<file path="src/rtl/hazard_ctrl.sv">
// hazard_ctrl: pipeline hazard controller for the five-stage MIPS core.
// It tracks the destination tags and remaining-latency counters of the
// instructions in E, M and W. From these and the ID-stage operands it
// derives the stall/bubble request and the D/E/M forwarding selects.
//
// Build option: define HAZARD_FWD_EN for full forwarding with latency-aware
// stalls. When it is undefined, all forwarding selects are 0 and any in-flight
// producer in E or M of a used source register stalls the pipeline.
//
// Ports:
//   clk, rst_n        core clock; synchronous active-low reset
//   rs_D, rt_D        source register fields of the ID instruction
//   dst_D             destination register of the ID instruction (0 = none)
//   Tuse_rs, Tuse_rt  cycles from ID until rs/rt is needed (rt: 3 = unused)
//   Tnew_D            cycles after entering EX until the result exists
//   stall             freeze PC and F/D, bubble into D/E
//   fwd_rs_D/rt_D     ID source: 0 regfile, 1 E result, 2 M result
//   fwd_rs_E/rt_E     EX source: 0 pipe reg, 1 M result, 2 W result
//   fwd_rt_M          DM store data: 0 pipe reg, 1 W result
module hazard_ctrl (
  input  logic       clk,
  input  logic       rst_n,
  input  logic [4:0] rs_D,
  input  logic [4:0] rt_D,
  input  logic [4:0] dst_D,
  input  logic       Tuse_rs,
  input  logic [1:0] Tuse_rt,
  input  logic [1:0] Tnew_D,
  output logic       stall,
  output logic [1:0] fwd_rs_D,
  output logic [1:0] fwd_rt_D,
  output logic [1:0] fwd_rs_E,
  output logic [1:0] fwd_rt_E,
  output logic       fwd_rt_M
);

  logic [4:0] dst_E_q, dst_E_d;
  logic [4:0] dst_M_q, dst_M_d;

`ifdef HAZARD_FWD_EN
  logic [1:0] Tnew_E_q, Tnew_E_d;
  logic [1:0] Tnew_M_q, Tnew_M_d;
  logic [4:0] rs_E_q, rs_E_d;
  logic [4:0] rt_E_q, rt_E_d;
  logic [4:0] rt_M_q, rt_M_d;
  logic [4:0] dst_W_q, dst_W_d;

  // The E producer is younger than the M producer, so when both match it
  // alone decides whether the consumer must wait.
  function automatic logic src_stall(input logic [4:0] src, input logic [1:0] tuse,
                                     input logic [4:0] de, input logic [1:0] te,
                                     input logic [4:0] dm, input logic [1:0] tm);
    if (src == 5'd0) return 1'b0;
    if (src == de)   return te > tuse;
    if (src == dm)   return tm > tuse;
    return 1'b0;
  endfunction

  // Same E-first ordering for the ID forwarding select.
  function automatic logic [1:0] src_fwd_D(input logic [4:0] src,
                                           input logic [4:0] de, input logic [1:0] te,
                                           input logic [4:0] dm, input logic [1:0] tm);
    if (src == 5'd0) return 2'd0;
    if (src == de)   return (te == 2'd0) ? 2'd1 : 2'd0;
    if (src == dm)   return (tm == 2'd0) ? 2'd2 : 2'd0;
    return 2'd0;
  endfunction

  function automatic logic [1:0] src_fwd_E(input logic [4:0] src,
                                           input logic [4:0] dm, input logic [1:0] tm,
                                           input logic [4:0] dw);
    if (src != 5'd0 && src == dm && tm == 2'd0) return 2'd1;
    if (src != 5'd0 && src == dw)               return 2'd2;
    return 2'd0;
  endfunction

  always_comb begin
    stall    = src_stall(rs_D, {1'b0, Tuse_rs}, dst_E_q, Tnew_E_q, dst_M_q, Tnew_M_q)
             | src_stall(rt_D, Tuse_rt, dst_E_q, Tnew_E_q, dst_M_q, Tnew_M_q);
    fwd_rs_D = src_fwd_D(rs_D, dst_E_q, Tnew_E_q, dst_M_q, Tnew_M_q);
    fwd_rt_D = src_fwd_D(rt_D, dst_E_q, Tnew_E_q, dst_M_q, Tnew_M_q);
    fwd_rs_E = src_fwd_E(rs_E_q, dst_M_q, Tnew_M_q, dst_W_q);
    fwd_rt_E = src_fwd_E(rt_E_q, dst_M_q, Tnew_M_q, dst_W_q);
    fwd_rt_M = (rt_M_q != 5'd0) && (rt_M_q == dst_W_q);
  end

  always_comb begin
    dst_E_d  = stall ? '0 : dst_D;
    Tnew_E_d = stall ? '0 : Tnew_D;
    rs_E_d   = stall ? '0 : rs_D;
    rt_E_d   = stall ? '0 : rt_D;
    dst_M_d  = dst_E_q;
    Tnew_M_d = (Tnew_E_q == 2'd0) ? 2'd0 : Tnew_E_q - 2'd1;
    rt_M_d   = rt_E_q;
    dst_W_d  = dst_M_q;
  end

  always_ff @(posedge clk) begin
    if (!rst_n) begin
      dst_E_q  <= '0;
      Tnew_E_q <= '0;
      rs_E_q   <= '0;
      rt_E_q   <= '0;
      dst_M_q  <= '0;
      Tnew_M_q <= '0;
      rt_M_q   <= '0;
      dst_W_q  <= '0;
    end else begin
      dst_E_q  <= dst_E_d;
      Tnew_E_q <= Tnew_E_d;
      rs_E_q   <= rs_E_d;
      rt_E_q   <= rt_E_d;
      dst_M_q  <= dst_M_d;
      Tnew_M_q <= Tnew_M_d;
      rt_M_q   <= rt_M_d;
      dst_W_q  <= dst_W_d;
    end
  end
`else
  logic rs_hit, rt_hit;
  logic unused_timing;

  // Without forwarding only the tags matter; W is covered by the
  // write-first regfile, so E and M are the only hazard sources.
  assign unused_timing = ^{Tuse_rs, Tnew_D};

  always_comb begin
    rs_hit   = (rs_D != 5'd0) && ((rs_D == dst_E_q) || (rs_D == dst_M_q));
    rt_hit   = (rt_D != 5'd0) && (Tuse_rt != 2'd3)
             && ((rt_D == dst_E_q) || (rt_D == dst_M_q));
    stall    = rs_hit | rt_hit;
    fwd_rs_D = '0;
    fwd_rt_D = '0;
    fwd_rs_E = '0;
    fwd_rt_E = '0;
    fwd_rt_M = 1'b0;
  end

  always_comb begin
    dst_E_d = stall ? '0 : dst_D;
    dst_M_d = dst_E_q;
  end

  always_ff @(posedge clk) begin
    if (!rst_n) begin
      dst_E_q <= '0;
      dst_M_q <= '0;
    end else begin
      dst_E_q <= dst_E_d;
      dst_M_q <= dst_M_d;
    end
  end
`endif

endmodule

</file>
<file path="config.mk">
export PLATFORM = sky130hd
export DESIGN_NAME = hazard_ctrl
export DESIGN_NICKNAME = d
export VERILOG_FILES = /design/src/rtl/hazard_ctrl.sv
export SDC_FILE = /design/constraint.sdc
export NUM_CORES = 1
export LEC_CHECK = 0
export ABC_AREA = 0
export BUFFER_PORTS_ARGS = -buffer_cell sky130_fd_sc_hd__buf_4
export CAP_MARGIN = 25
export CORE_MARGIN = 2
export CORE_UTILIZATION = 38
export CTS_BUF_LIST = sky130_fd_sc_hd__clkbuf_2 sky130_fd_sc_hd__clkbuf_4 sky130_fd_sc_hd__clkbuf_8
export CTS_CLUSTER_SIZE = 8
export DETAILED_ROUTE_END_ITERATION = 12
export GPL_TIMING_DRIVEN = 0
export PLACE_DENSITY = 0.69
export SLEW_MARGIN = 15
export SYNTH_ARGS = -nofsm -noshare
export SYNTH_HDL_FRONTEND = slang
export SYNTH_SLANG_ARGS = --single-unit
</file>
<file path="constraint.sdc">
create_clock -name clk -period 3.9 [get_ports clk]
set_input_delay 0.78 -clock clk [delete_from_list [all_inputs] [get_ports clk]]
set_output_delay 0.78 -clock clk [all_outputs]
set_load 0.005 [all_outputs]
</file>
==> results by group <==
Run status
  – Status: finished, final reports clean

Routing
  – Drt drc: 0
  – DR WL/cell: 9.569 um
  – Routed WL: 1110 um
  – Post-DRT Antenna Nets: 0
  – Avg Vias per Cell: 4.457
  – First DRT Iteration DRCs: 0
  – Routed vias: 517
  – Total iterations of the first detailed-routing run: 1

Power
  – Max VDD drop: 0.1645 mV
  – Int Power: 0.0001789 W
  – Combinational power share: 24.9%
  – NetSw: 0.00006204 W
  – Pleak: 0.4290 nW
  – PD cells: 292.6 nW/um2
  – Switch share: 25.75%
  – Clk pwr share: 27.2%
  – Sequential power share: 47.9%

Clock network
  – Longest Clk Path Bufs: 2
  – Post-CTS sizing: 0
  – Postcts setup bufs: 0
  – CTS tree: yes
  – Htree depth: 1
  – Num CTS Buffers: 3
  – Post-CTS Hold Fix Bufs: 0
  – Root buf cell: clkbuf_4
  – Clk slew on worst S/H paths: 0.06 ns
  – # clock sinks: 10
  – Worst skew pair latency: 0.26 ns

Global routing
  – Overflow after GRT: 0
  – Vias in the first global route: 465
  – Tot GR Track Use: 12.93%
  – Initial antenna violation count: 0
  – Global-route wire length before repair: 1807 um
  – Largest net degree at the start of global routing: 11

Timing
  – Max Clock Skew: 0.003268 ns
  – Hold WS: 0.5176 ns
  – Peak Freq: 374.5 MHz
  – Final TNS setup: 0 ns
  – Final Hold Vio Count: 0
  – RSZ-0062 raised after global routing: false
  – Tcrit/Tclk final: 68.47%
  – Slew Limit Fails: 0
  – Minimum clock period: 2.670 ns
  – # setup viols final: 0

Cells and area
  – Share of cells above drive strength 1: 33.00%
  – Final #Nets: 124
  – Layout area overhead: 33.74%
  – # fillers: 151
  – # diodes: 0

Critical path
  – Critical Path End Type: output port
  – Buf+Inv Stages, Crit Path: 2
  – Critical Path Max Stage Delay: 0.53 ns
  – Arrival time at the worst endpoint: 1.89 ns
  – Most frequent cell on the critical path: buf_4
  – Kind of critical path: in -> out
  – CP cell instances: buf_4 > or4_1 > o21ai_2 > o22ai_2 > buf_4
  – Crit path max fanout: 6
  – CP delay by family, top: simple AND/OR/NAND/NOR gates
  – Slowest CP cell: or4_1
  – CP startpoint kind: input port
  – Crit path required time: 3.12 ns

Floorplanning
  – Die Wd: 44.25 um
  – I/O pins: 32
  – Full die area: 1958 um2
  – Row cnt: 14
  – Core area: 1506 um2
  – DIE HEIGHT: 44.25 um
  – Initial core utilization: 40.86%

Yosys
  – Most frequent cell after synthesis: xor2_1
  – Largest cells by area after synthesis: dfxtp_1 33%, xor2_1 26%, buf_4 11%
  – Post-synthesis async set-or-reset flop share: 0%
  – Main synth FF type: dfxtp_1
  – Yosys warning count: 0
  – Share of the synthesized area in the top cell type: 32.52%
  – Seq/Total Area, Yosys: 32.52%
  – Synth unique cells: 15
  – FF+latch count, synth: 10
  – Number of enable flip-flop cells after synthesis: 0
  – Post-synth top area cell: dfxtp_1
  – Gate count after technology mapping: 71
  – Post-synthesis average cell area: 8.670 um2
  – Synth cell count leaders: 18 x xor2_1, 10 x dfxtp_1, 9 x buf_4, 9 x nor2_1, 6 x nand2_1
  – Mapped Area: 615.6 um2

Placement
  – Dpl hpwl: 976.2 um
  – Port buffer count: 18
  – GPL Wtd Cong: 0.7638

Run
  – Max Cap Violations: 0

Worst hold path
  – Worst min path class: reg -> reg
-- worst reg2reg max path: stages (launching register included) --
cell and delay, ns:
dfxtp_1 0.32, xor2_1 0.14, nor3_1 0.22, a32oi_1 0.13, o22ai_2 0.29, nor2_1 0.08
-- layout make-up --
type	instances	area [um2]	area share, %
timing repair buffer	18	135.1	16.41
sequential	10	200.2	24.32
buffer	10	71.32	8.663
multi-input combinational	59	374.1	45.44
tap	16	20.02	2.432
clock buffer	3	22.52	2.736
-- cell families (layout without fill, tap and decap cells) --
family                    after synthesis  count (layout)  share of synthesized area [%]
DFF                                    10              10                          32.52
and+or+nand+nor                        26              26                          19.92
AOI/OAI and AO/OA                       4               4                          6.910
other                                   1               9                         0.6092
buffers and inverters                  10              31                          11.58
xor gates and xnor gates               20              20                          28.46
-- metal layers --
metal / vias up / track usage [%] / routed length, um
met2: 24 / 21.76 / 547
met5: - / 0 / 0
met3: 4 / 2.857 / 119
met4: 0 / 10.91 / 26
li1: 274 / - / -
met1: 215 / 13.57 / 416
-- power groups by stage --
| stage | logic [W] | registers (W) | clock network (W) |
|---|---|---|---|
| after floorplan | 0.0000369 | 0.000116 | 0 |
| after global placement | 0.0000590 | 0.000117 | 0 |
| after detailed placement | 0.0000605 | 0.000118 | 0 |
| after CTS | 0.0000607 | 0.000115 | 0.0000677 |
| after global routing | 0.0000670 | 0.000117 | 0.0000738 |
| final | 0.0000600 | 0.000115 | 0.0000656 |
-- registers in the layout (all words and copies together) (netlist names) --
signal and cells:
dst_M_q 5, dst_E_q 5
-- stage by stage --
step	area (um2)	instances	power [W]	utilization (%)	worst slack (ns)
3_5_place_dp	800.8	113	0.0001782	53.16	1.226
4_1_cts	823.3	116	0.0002439	54.65	1.220
6_report	823.3	116	0.0002409	54.65	1.230
2_1_floorplan	645.6	79	0.0001531	-	1.579
3_3_place_gp	800.8	113	0.0001764	53.16	1.237
5_1_grt	823.3	116	0.0002574	54.65	1.167
-- placed cells by master (no fill, tap or decap) --
cell type / synthesis / final
o21ai_2: 1 / 1
nand2_1: 6 / 6
conb_1: 1 / 9
clkbuf_4: 0 / 3
a32oi_1: 1 / 1
clkbuf_1: 1 / 1
buf_4: 9 / 27
or4_1: 2 / 2
and2_1: 5 / 5
nor3_1: 4 / 4
a22oi_2: 1 / 1
dfxtp_1: 10 / 10
o22ai_2: 1 / 1
nor2_1: 9 / 9
xor2_1: 18 / 18
xnor2_1: 2 / 2
-- final timing paths --
path | from | to | slack (ns) | cells past startpoint
worst max register to register | dst_M_q[1] | dst_E_q[2] | 2.59 | 5
worst max-delay path | rt_D[1] | stall | 1.23 | 5
worst min-delay path | dst_E_q[0] | dst_M_q[0] | 0.52 | 1
worst min register to register | dst_E_q[0] | dst_M_q[0] | 0.52 | 1
(Power assumes the default switching activity.)
